### src/rtl/lcd_video_timing.sv
// RGB LCD timing generator with HS/VS/DE, frame-buffer read port, built-in test
// patterns and RGB565 expansion; all panel outputs share one RD_LAT+2 pipeline.
module lcd_video_timing #(
    parameter int unsigned H_ACTIVE = 800,
    parameter int unsigned H_FP     = 210,
    parameter int unsigned H_SYNC   = 1,
    parameter int unsigned H_BP     = 182,
    parameter int unsigned V_ACTIVE = 480,
    parameter int unsigned V_FP     = 45,
    parameter int unsigned V_SYNC   = 1,
    parameter int unsigned V_BP     = 8,
    parameter bit          HS_POL   = 1'b0,
    parameter bit          VS_POL   = 1'b0,
    parameter int unsigned RD_LAT   = 1,
    parameter int unsigned COLOR_W  = 6,
    parameter int unsigned ADDR_W   = 19
) (
    input  logic               lcd_clk,
    input  logic               rst_n,
    input  logic               enable,
    input  logic [1:0]         mode,
    input  logic [15:0]        solid_rgb,
    output logic               pix_rd,
    output logic [ADDR_W-1:0]  pix_addr,
    input  logic [15:0]        pix_data,
    output logic               lcd_hs,
    output logic               lcd_vs,
    output logic               lcd_de,
    output logic [COLOR_W-1:0] lcd_r,
    output logic [COLOR_W-1:0] lcd_g,
    output logic [COLOR_W-1:0] lcd_b,
    output logic               frame_start
);

    localparam int unsigned H_TOTAL   = H_SYNC + H_BP + H_ACTIVE + H_FP;
    localparam int unsigned V_TOTAL   = V_SYNC + V_BP + V_ACTIVE + V_FP;
    localparam int unsigned H_A_START = H_SYNC + H_BP;
    localparam int unsigned H_A_END   = H_A_START + H_ACTIVE;
    localparam int unsigned V_A_START = V_SYNC + V_BP;
    localparam int unsigned V_A_END   = V_A_START + V_ACTIVE;
    localparam int unsigned HW_RAW    = $clog2(H_TOTAL + 1);
    localparam int unsigned VW_RAW    = $clog2(V_TOTAL + 1);
    localparam int unsigned HW        = (HW_RAW > 5) ? HW_RAW : 5;
    localparam int unsigned VW        = (VW_RAW > 5) ? VW_RAW : 5;
    localparam int unsigned BAR_W     = H_ACTIVE / 8;

    typedef struct packed {
        logic        hs;
        logic        vs;
        logic        de;
        logic        fs;
        logic        ext;
        logic [15:0] rgb;
    } pipe_t;

    logic [HW-1:0]     h_q, h_d, x;
    logic [VW-1:0]     v_q, v_d, y;
    logic              en_q;
    logic [1:0]        mode_q;
    logic [15:0]       solid_q;
    logic [ADDR_W-1:0] addr_q;
    logic              rd_q, rd_d;
    logic [ADDR_W-1:0] pix_addr_q;
    logic              h_last, v_last, frame_wrap, h_act, v_act;
    logic [2:0]        bar;
    logic              grid_on;
    pipe_t             stage_d;
    pipe_t             pipe_q [RD_LAT+1];
    pipe_t             tail;
    logic [15:0]       px;

    logic              hs_q, vs_q, de_q, fs_q;
    logic [COLOR_W-1:0] r_q, g_q, b_q;

    // MSB-aligned expansion, low bits refilled from the channel's own MSBs
    function automatic logic [COLOR_W-1:0] exp5(input logic [4:0] c);
        logic [9:0] rep;
        rep = {c, c};
        return rep[9 -: COLOR_W];
    endfunction

    function automatic logic [COLOR_W-1:0] exp6(input logic [5:0] c);
        logic [11:0] rep;
        rep = {c, c};
        return rep[11 -: COLOR_W];
    endfunction

    always_comb begin
        h_last     = (h_q == HW'(H_TOTAL - 1));
        v_last     = (v_q == VW'(V_TOTAL - 1));
        frame_wrap = h_last && v_last;
        h_d        = h_last ? '0 : h_q + HW'(1);
        v_d        = v_q;
        if (h_last) v_d = v_last ? '0 : v_q + VW'(1);
        h_act      = (h_q >= HW'(H_A_START)) && (h_q < HW'(H_A_END));
        v_act      = (v_q >= VW'(V_A_START)) && (v_q < VW'(V_A_END));
        x          = h_q - HW'(H_A_START);
        y          = v_q - VW'(V_A_START);

        bar = 3'd0;
        for (int k = 1; k < 8; k++) begin
            if (x >= HW'(k * BAR_W)) bar = 3'(k);
        end
        grid_on = (x[4:0] == 5'd0) || (y[4:0] == 5'd0) ||
                  (x == HW'(H_ACTIVE - 1)) || (y == VW'(V_ACTIVE - 1));

        stage_d     = '0;
        stage_d.hs  = (h_q < HW'(H_SYNC));
        stage_d.vs  = (v_q < VW'(V_SYNC));
        stage_d.de  = h_act && v_act && en_q;
        stage_d.fs  = (h_q == '0) && (v_q == '0);
        stage_d.ext = (mode_q == 2'b00);
        case (mode_q)
            2'b01: begin
                case (bar)
                    3'd0:    stage_d.rgb = 16'hFFFF;
                    3'd1:    stage_d.rgb = 16'hFFE0;
                    3'd2:    stage_d.rgb = 16'h07FF;
                    3'd3:    stage_d.rgb = 16'h07E0;
                    3'd4:    stage_d.rgb = 16'hF81F;
                    3'd5:    stage_d.rgb = 16'hF800;
                    3'd6:    stage_d.rgb = 16'h001F;
                    default: stage_d.rgb = 16'h0000;
                endcase
            end
            2'b10:   stage_d.rgb = grid_on ? 16'hFFFF : 16'h0000;
            2'b11:   stage_d.rgb = solid_q;
            default: stage_d.rgb = 16'h0000;
        endcase
        rd_d = stage_d.de && stage_d.ext;
    end

    // Counters, frame-latched controls and the linear read address
    always_ff @(posedge lcd_clk or negedge rst_n) begin
        if (!rst_n) begin
            h_q        <= '0;
            v_q        <= '0;
            en_q       <= 1'b0;
            mode_q     <= 2'b00;
            solid_q    <= '0;
            addr_q     <= '0;
            rd_q       <= 1'b0;
            pix_addr_q <= '0;
        end else begin
            h_q  <= h_d;
            v_q  <= v_d;
            rd_q <= rd_d;
            if (frame_wrap) begin
                en_q    <= enable;
                mode_q  <= mode;
                solid_q <= solid_rgb;
            end
            if (stage_d.fs) begin
                addr_q <= '0;
            end else if (rd_d) begin
                pix_addr_q <= addr_q;
                addr_q     <= addr_q + ADDR_W'(1);
            end
        end
    end

    assign tail = pipe_q[RD_LAT];
    assign px   = tail.ext ? pix_data : tail.rgb;

    // Delay line matching the frame-buffer latency, then the panel output register
    always_ff @(posedge lcd_clk or negedge rst_n) begin
        if (!rst_n) begin
            for (int k = 0; k <= int'(RD_LAT); k++) pipe_q[k] <= '0;
            hs_q <= 1'b0;
            vs_q <= 1'b0;
            de_q <= 1'b0;
            fs_q <= 1'b0;
            r_q  <= '0;
            g_q  <= '0;
            b_q  <= '0;
        end else begin
            pipe_q[0] <= stage_d;
            for (int k = 1; k <= int'(RD_LAT); k++) pipe_q[k] <= pipe_q[k-1];
            hs_q <= tail.hs;
            vs_q <= tail.vs;
            de_q <= tail.de;
            fs_q <= tail.fs;
            r_q  <= tail.de ? exp5(px[15:11]) : '0;
            g_q  <= tail.de ? exp6(px[10:5])  : '0;
            b_q  <= tail.de ? exp5(px[4:0])   : '0;
        end
    end

    assign pix_rd      = rd_q;
    assign pix_addr    = pix_addr_q;
    assign lcd_hs      = hs_q ? HS_POL : ~HS_POL;
    assign lcd_vs      = vs_q ? VS_POL : ~VS_POL;
    assign lcd_de      = de_q;
    assign frame_start = fs_q;
    assign lcd_r       = r_q;
    assign lcd_g       = g_q;
    assign lcd_b       = b_q;

endmodule

### config.mk
export PLATFORM = sky130hd
export DESIGN_NAME = lcd_video_timing
export DESIGN_NICKNAME = d
export VERILOG_FILES = /design/src/rtl/lcd_video_timing.sv
export SDC_FILE = /design/constraint.sdc
export NUM_CORES = 1
export LEC_CHECK = 0
export ABC_CLOCK_PERIOD_IN_PS = 2700
export CAP_MARGIN = 20
export CORE_MARGIN = 2
export CORE_UTILIZATION = 40
export DETAILED_ROUTE_END_ITERATION = 16
export SLEW_MARGIN = 20
export SYNTH_ARGS = -nofsm -noshare
export SYNTH_HDL_FRONTEND = slang
export SYNTH_SLANG_ARGS = --single-unit
### constraint.sdc
create_clock -name lcd_clk -period 2.7 [get_ports lcd_clk]
set_clock_uncertainty 0.1 [all_clocks]
set_input_delay 0.27 -clock lcd_clk [delete_from_list [all_inputs] [get_ports lcd_clk]]
set_output_delay 0.27 -clock lcd_clk [all_outputs]
set_load 0.02 [all_outputs]
==> results of run 1 <==
## logic make-up (layout without fill, tap and decap cells)
group,after synthesis,in the layout
simple gates,206,206
flops,141,141
fa+ha+maj,9,9
buf+inv,50,167
mux,58,58
xor+xnor,32,32
compound gates,87,87
## worst min-delay path by stage
stage / end / depth (start not counted)
after floorplan: addr_q[0] / 0
after global placement: lcd_r[2] / 1
after detailed placement: lcd_r[2] / 1
after CTS: pipe_q[6] / 0
after global routing: frame_start / 0
final: pipe_q[4] / 0
## layout make-up
| class | instances | area [um^2] |
|---|---|---|
| sequential | 141 | 3530 |
| multi-input combinational | 392 | 2840 |
| clock buffer | 21 | 470 |
| fill | 1409 | 7460 |
| clock inverter | 10 | 115 |
| inverter | 14 | 52.6 |
| timing repair buffer | 122 | 1150 |
| tap | 216 | 270 |
## state kept, by name, indices dropped and copies added, names as in the netlist, 6 cells and up
name / flops
addr_q: 19
h_q: 11
lcd_g: 6
pipe_q: 42
pix_addr: 19
solid_q: 16
v_q: 10
## Yosys cell counts, drive strengths merged (3+ instances only)
cell type	n	area share
a211o	4	0.0056
a211oi	3	0.0035
a21o	11	0.013
a21oi	18	0.014
a31o	3	0.0040
a31oi	6	0.0058
and2	6	0.0058
and3	12	0.012
and4	4	0.0054
buf	22	0.018
clkbuf	14	0.0081
dfrtp	141	0.54
ha	9	0.017
inv	14	0.0081
mux2	40	0.069
mux2i	18	0.028
nand2	40	0.023
nand2b	7	0.0067
nand3	13	0.010
nand3b	4	0.0046
nand4	16	0.015
nor2	49	0.028
nor2b	21	0.020
nor3	10	0.0092
nor4	3	0.0029
nor4b	3	0.0073
o211ai	7	0.0081
o21ai	12	0.0092
o22ai	3	0.0029
or3	6	0.0058
or3b	3	0.0040
xnor2	14	0.019
xor2	18	0.024
## metal layers
| layer | share of wire | routed length (um) | GRT usage | vias to the layer above |
|---|---|---|---|---|
| met4 | 0.012 | 174 | 0.0531 | 0 |
| li1 | - | - | - | 2269 |
| met1 | 0.48 | 7030 | 0.251 | 2336 |
| met3 | 0.041 | 604 | 0.0455 | 14 |
| met2 | 0.47 | 6800 | 0.274 | 87 |
| met5 | 0 | 0 | 0 | - |
## power by group through the flow
stage	Clock [mW]	Combinational, mW	Sequential [mW]
2_1_floorplan	0	0.0444	2.20
3_3_place_gp	0	0.145	2.21
3_5_place_dp	0	0.147	2.21
4_1_cts	2.33	0.149	2.17
5_1_grt	2.44	0.164	2.17
6_report	2.28	0.144	2.17
## worst max-delay path, stage by stage (launching register included)
cell and delay, ps:
dfrtp_1 410, buf_4 190, a31o_2 320, or4_1 490, o311ai_1 110, buf_4 180
a311oi_2 110, a211o_2 380, a21o_1 180
## per-stage QoR
step	cells	power (mW)
floorplan	583	2.24
global placement	883	2.35
detailed placement	883	2.35
CTS	915	4.65
global route	916	4.78
finish	916	4.59
## what timing repair did
action	in CTS	in global routing
endpoints found under the hold margin	63	0
resized for setup	0	16
setup endpoints to repair	0	42
hold buffers	1	0
buffers inserted	0	2
==> impl_metrics.ini, run 1 <==
[status]
outcome = complete, no violations

[timing]
fin_tns_setup_ps = 0
report.final.setup_viol = 0
slew_viol_final = 0
fmax_mhz = 387
post-route-worst-setup-slack_ps = 118
rsz0062_at_grt = false
fin_crit_sh = 0.956
period_needed_ps = 2580
worstMarginPinSlew_ps = 828
timing.final.hold_violations = 0
worst_hold_slack_ps = 246
slew_headroom = 0.448

[grt]
global_route.overflow_total = 0
track_usage = 0.179
grt_start_max_net_pins = 67
grt_antenna_before_repair = 0
grt_pass1_wl_mm = 24.8
via_count_of_the_first_global_routing_pass = 4735

[power]
switchingPower_mw = 0.942
power.internal_mw = 3.65
sw_frac_of_total = 0.205
total_leakage_power_nw = 3.82
power.ir.vdd_worst_mv = 0.470
combPwrFrac = 0.031
pwr_density_cell_nw_per_um2 = 545
power_frac_seq = 0.472
clock_network_fraction_of_total_power = 0.496

[synth]
asyncSetResetFlopFracSynth = 1.00
synthesis.area_per_instance_um2 = 11.2
yosys-mux-area-fraction = 0.0967
synth-seq-area-share = 0.541
total_standard_cell_area_after_synthesis_um2 = 6520
synth.net_count = 629
synthesis.instances = 583
synth_adder_area_share = 0.0173
synthXorXnorAreaFrac = 0.0430
postSynthRegisterBits = 141
synth_compound_area_frac = 0.0965
synth-warning-count = 0
synth-simple-area-share = 0.171
yosys.cell_types.count = 66
most_used_flip_flop_cell_after_synthesis = dfrtp_1
main_combinational_cell_family_by_area_after_synthesis = simple AND/OR/NAND/NOR gates
synth_enable_flop_cells = 0

[finish]
mostFrequentLayoutCell = dfrtp_1
area_added_between_synthesis_and_finish_pct = 29.2
finalInstanceArea_um2 = 8430
num-nets-final = 734
drive_gt1_frac = 0.207
antenna-diode-count = 0
final_core_util = 0.530
final_cell_mix = 139 x dfrtp_1, 77 x clkdlybuf4s50_1, 49 x nor2_1

[routing]
remaining_routing_drc_violations = 0
drt_pass1_iterations = 4
num_vias = 4706
ant_nets = 0
mean_routed_wirelength_per_cell_um = 15.9
detailed_route_wl_mm = 14.6
detail_routed_via_count_per_cell = 5.14
detail_route.iter0.violations = 262

[floorplanning]
design.die.area_um2 = 17300
die_width_um = 132
num_rows = 46
floorplan.initialDensity = 0.411
pin_count = 79
coreArea_um2 = 15900
die_h_um = 132

[placement]
numPortBuffers = 78
postPlaceCellArea_um2 = 7760
globalplace.congestion = 0.884
dpl.hpwl_mm = 10.6
dpl_worst_slack_ps = 34.5

[clocking]
clock_insertion_delay_worst_skew_ps = 420
htree_num_levels = 4
cts-root-buf = clkbuf_16
cts-buffers-inserted = 17
cts.sinks = 141
tritoncts = built
clk_pin_slew_ps = 60
ctsLongestPathBuffers = 2

[setup_path]
crit_path_max_fanout = 12
critPathLaunch = h_q[0]
arrival_ps = 2780
crit_end = pipe_q[30]
reg2reg_to = pipe_q[30]
setup.reg_to_reg.worst_slack_ps = 120
worst_ep_required_time_ps = 2900
ff2ff_path_depth = 8
critPathKind = reg -> reg
category_of_the_worst_setup_path_capture_point = register
startpoint_of_the_worst_slack_reg_to_reg_timing_path = h_q[0]
crit_path_start_kind = register

[min_path]
worst_min_delay_path_category = reg -> reg
timing.hold.worst.start = pipe_q[25]

[job]
maxCapViolCount = 0
Power figures use the tool's default switching activity.
==> inputs of run 2 (changes only) <==
--- a/config.mk
+++ b/config.mk
@@ -9,6 +9,7 @@
 export CAP_MARGIN = 20
 export CORE_MARGIN = 2
 export CORE_UTILIZATION = 40
+export CTS_BUF_LIST = sky130_fd_sc_hd__clkbuf_16
 export DETAILED_ROUTE_END_ITERATION = 16
 export SLEW_MARGIN = 20
 export SYNTH_ARGS = -nofsm -noshare
==> constraint.sdc (replaced) <==
create_clock -name lcd_clk -period 2.7 [get_ports lcd_clk]
set_clock_uncertainty 0.1 [all_clocks]
set_input_delay 0.405 -clock lcd_clk [delete_from_list [all_inputs] [get_ports lcd_clk]]
set_output_delay 0.405 -clock lcd_clk [all_outputs]
set_load 0.02 [all_outputs]
==> run 2 against run 1 <==
Effect of this change: critical path type unchanged; maximum frequency shrank 1.1%; combinational power barely moved; final cell count down 0.66%; setup slack got worse by 29 ps; highest routed layer unchanged; die area unchanged; critical path depth up 1; power down 2.6%; sequential power about the same; sequential cell count stayed put; first-iteration DRC count grew 52%.
==> impl_metrics.ini, run 2 (synthesis results as in run 1) <==
[status]
outcome = complete, no violations

[setup_path]
category_of_the_worst_setup_path_capture_point = register
sum_of_buffers_and_inverters_on_the_critical_path = 2
cpMaxStageDelayCell = dfrtp_2
critPathKind = reg -> reg
worstPathCellList = inv_1, ha_2, or3b_2, a211o_1, o2111ai_2, nor4b_4, clkbuf_16, a21o_1, a22o_1
startpoint_of_the_worst_slack_reg_to_reg_timing_path = v_q[0]
arrival_ps = 2820
crit_path_max_fanout = 21
worst_ep_required_time_ps = 2910
timing.critical_path.max_delay_family = compound AO/OA/AOI/OAI gates
critPathLaunch = v_q[0]
crit_path_start_kind = register
critical-path-max-stage-delay_ps = 450

[floorplanning]
pin_count = 79
num_rows = 46
coreArea_um2 = 15900
design.die.area_um2 = 17300
floorplan.initialDensity = 0.411
die_width_um = 132
die_h_um = 132

[grt]
grt_antenna_before_repair = 0
via_count_of_the_first_global_routing_pass = 4672
grt_pass1_wl_mm = 23.7
grt_start_max_net_pins = 50
global_route.overflow_total = 0
track_usage = 0.169

[routing]
remaining_routing_drc_violations = 0
detail_route.iter0.violations = 397
detailed_route_wl_mm = 14.3
detail_routed_via_count_per_cell = 5.13
drt_pass1_iterations = 4
num_vias = 4669
ant_nets = 0
mean_routed_wirelength_per_cell_um = 15.7

[power]
pwr_density_cell_nw_per_um2 = 539
power.ir.vdd_worst_mv = 0.460
total_leakage_power_nw = 3.76

[placement]
dpl_worst_slack_ps = 22.8
dpl.hpwl_mm = 9.92
numPortBuffers = 78
globalplace.congestion = 0.879
place_inst = 875

[clocking]
cts-root-buf = clkbuf_16
clk_pin_slew_ps = 60
cts-buffers-inserted = 17
tritoncts = built
ctsLongestPathBuffers = 2
cts.sinks = 141
clock_insertion_delay_worst_skew_ps = 420
htree_num_levels = 4

[finish]
area_added_between_synthesis_and_finish_pct = 27.4
registers.top_by_ff_count = pipe_q
layout.cells.non_filler = 910
drive_gt1_frac = 0.189
mostFrequentLayoutCell = dfrtp_1
final_cell_mix = 140 x dfrtp_1, 77 x clkdlybuf4s50_1, 49 x nor2_1
final_core_util = 0.523
antenna-diode-count = 0
largest_register_ff_count = 42
layout.filler_cells = 1427
num-nets-final = 727

[timing]
timing.final.hold_violations = 0
fin_tns_setup_ps = 0
post-route-worst-setup-slack_ps = 89.1
slew_headroom = 0.443
rsz0062_at_grt = false
fmax_mhz = 383
slew_viol_final = 0
report.final.setup_viol = 0
worstMarginPinSlew_ps = 835
fin_crit_sh = 0.967
period_needed_ps = 2610

[job]
maxCapViolCount = 0

[min_path]
worst_min_delay_path_category = reg -> reg
timing.hold.worst.start = pipe_q[24]
==> run 2: cell count changes in the layout (fill, tap and decap cells not counted), sizes merged <==
cell and delta:
inv +7, bufinv -2, clkbuf -3, buf -8
==> run 2: repair_timing <==
action	in CTS	in global routing
endpoints found under the hold margin	44	0
hold buffers	1	0
buffers inserted	0	1
endpoints found under the setup margin	0	45
gates resized for setup	0	7
==> run 2: where the power goes <==
part / internal [mW] / total, mW / leakage (nW) / switching (mW)
Combinational: 0.0791 / 0.145 / 1.62 / 0.0658
Sequential: 2.15 / 2.17 / 1.88 / 0.0199
Clock: 1.20 / 2.16 / 0.265 / 0.963
==> run 2: worst reg2reg max path: stages (launching register included) <==
cell and delay, ps:
dfrtp_2 450, inv_1 130, ha_2 220, or3b_2 450
a211o_1 320, o2111ai_2 120, nor4b_4 110, clkbuf_16 220
a21o_1 160, a22o_1 210
==> run 2: area by class of cell <==
class / count / area (um^2) / share of cell area
Timing Repair Buffer: 115 / 1100 / 0.133
Clock buffer: 17 / 425 / 0.0512
Sequential cell: 141 / 3530 / 0.425
Clock inverter: 15 / 129 / 0.0155
Multi-Input combinational cell: 392 / 2800 / 0.337
Inverter: 14 / 52.6 / 0.00632
Tap cell: 216 / 270 / 0.0325
==> run 2: worst paths after layout <==
check / to / slack (ps) / cells past startpoint
worst max register to register: addr_q[6] / 90 / 9
min in group asynchronous: lcd_r[2] / 400 / 2
worst min-delay path: pipe_q[3] / 240 / 0
worst max-delay path: addr_q[6] / 90 / 9
max in group asynchronous: lcd_b[0] / 1410 / 3
worst min register to register: pipe_q[3] / 240 / 0
==> run 2: metal layers <==
layer,vias to the layer above,GRT usage,part of all wire
li1,2251,-,-
met1,2273,0.235,0.47
met2,131,0.259,0.46
met3,14,0.0386,0.048
met4,0,0.0610,0.014
met5,-,0,0
==> run 2: per-stage QoR <==
stage          instance area, um^2  total power [mW]  hold slack, ps
6_report                      8310              4.48             243
5_1_grt                       8310              4.65             252
4_1_cts                       8250              4.53             246
3_5_place_dp                  7680              2.35             235
3_3_place_gp                  7680              2.35             232
2_1_floorplan                 6520              2.24            9.41
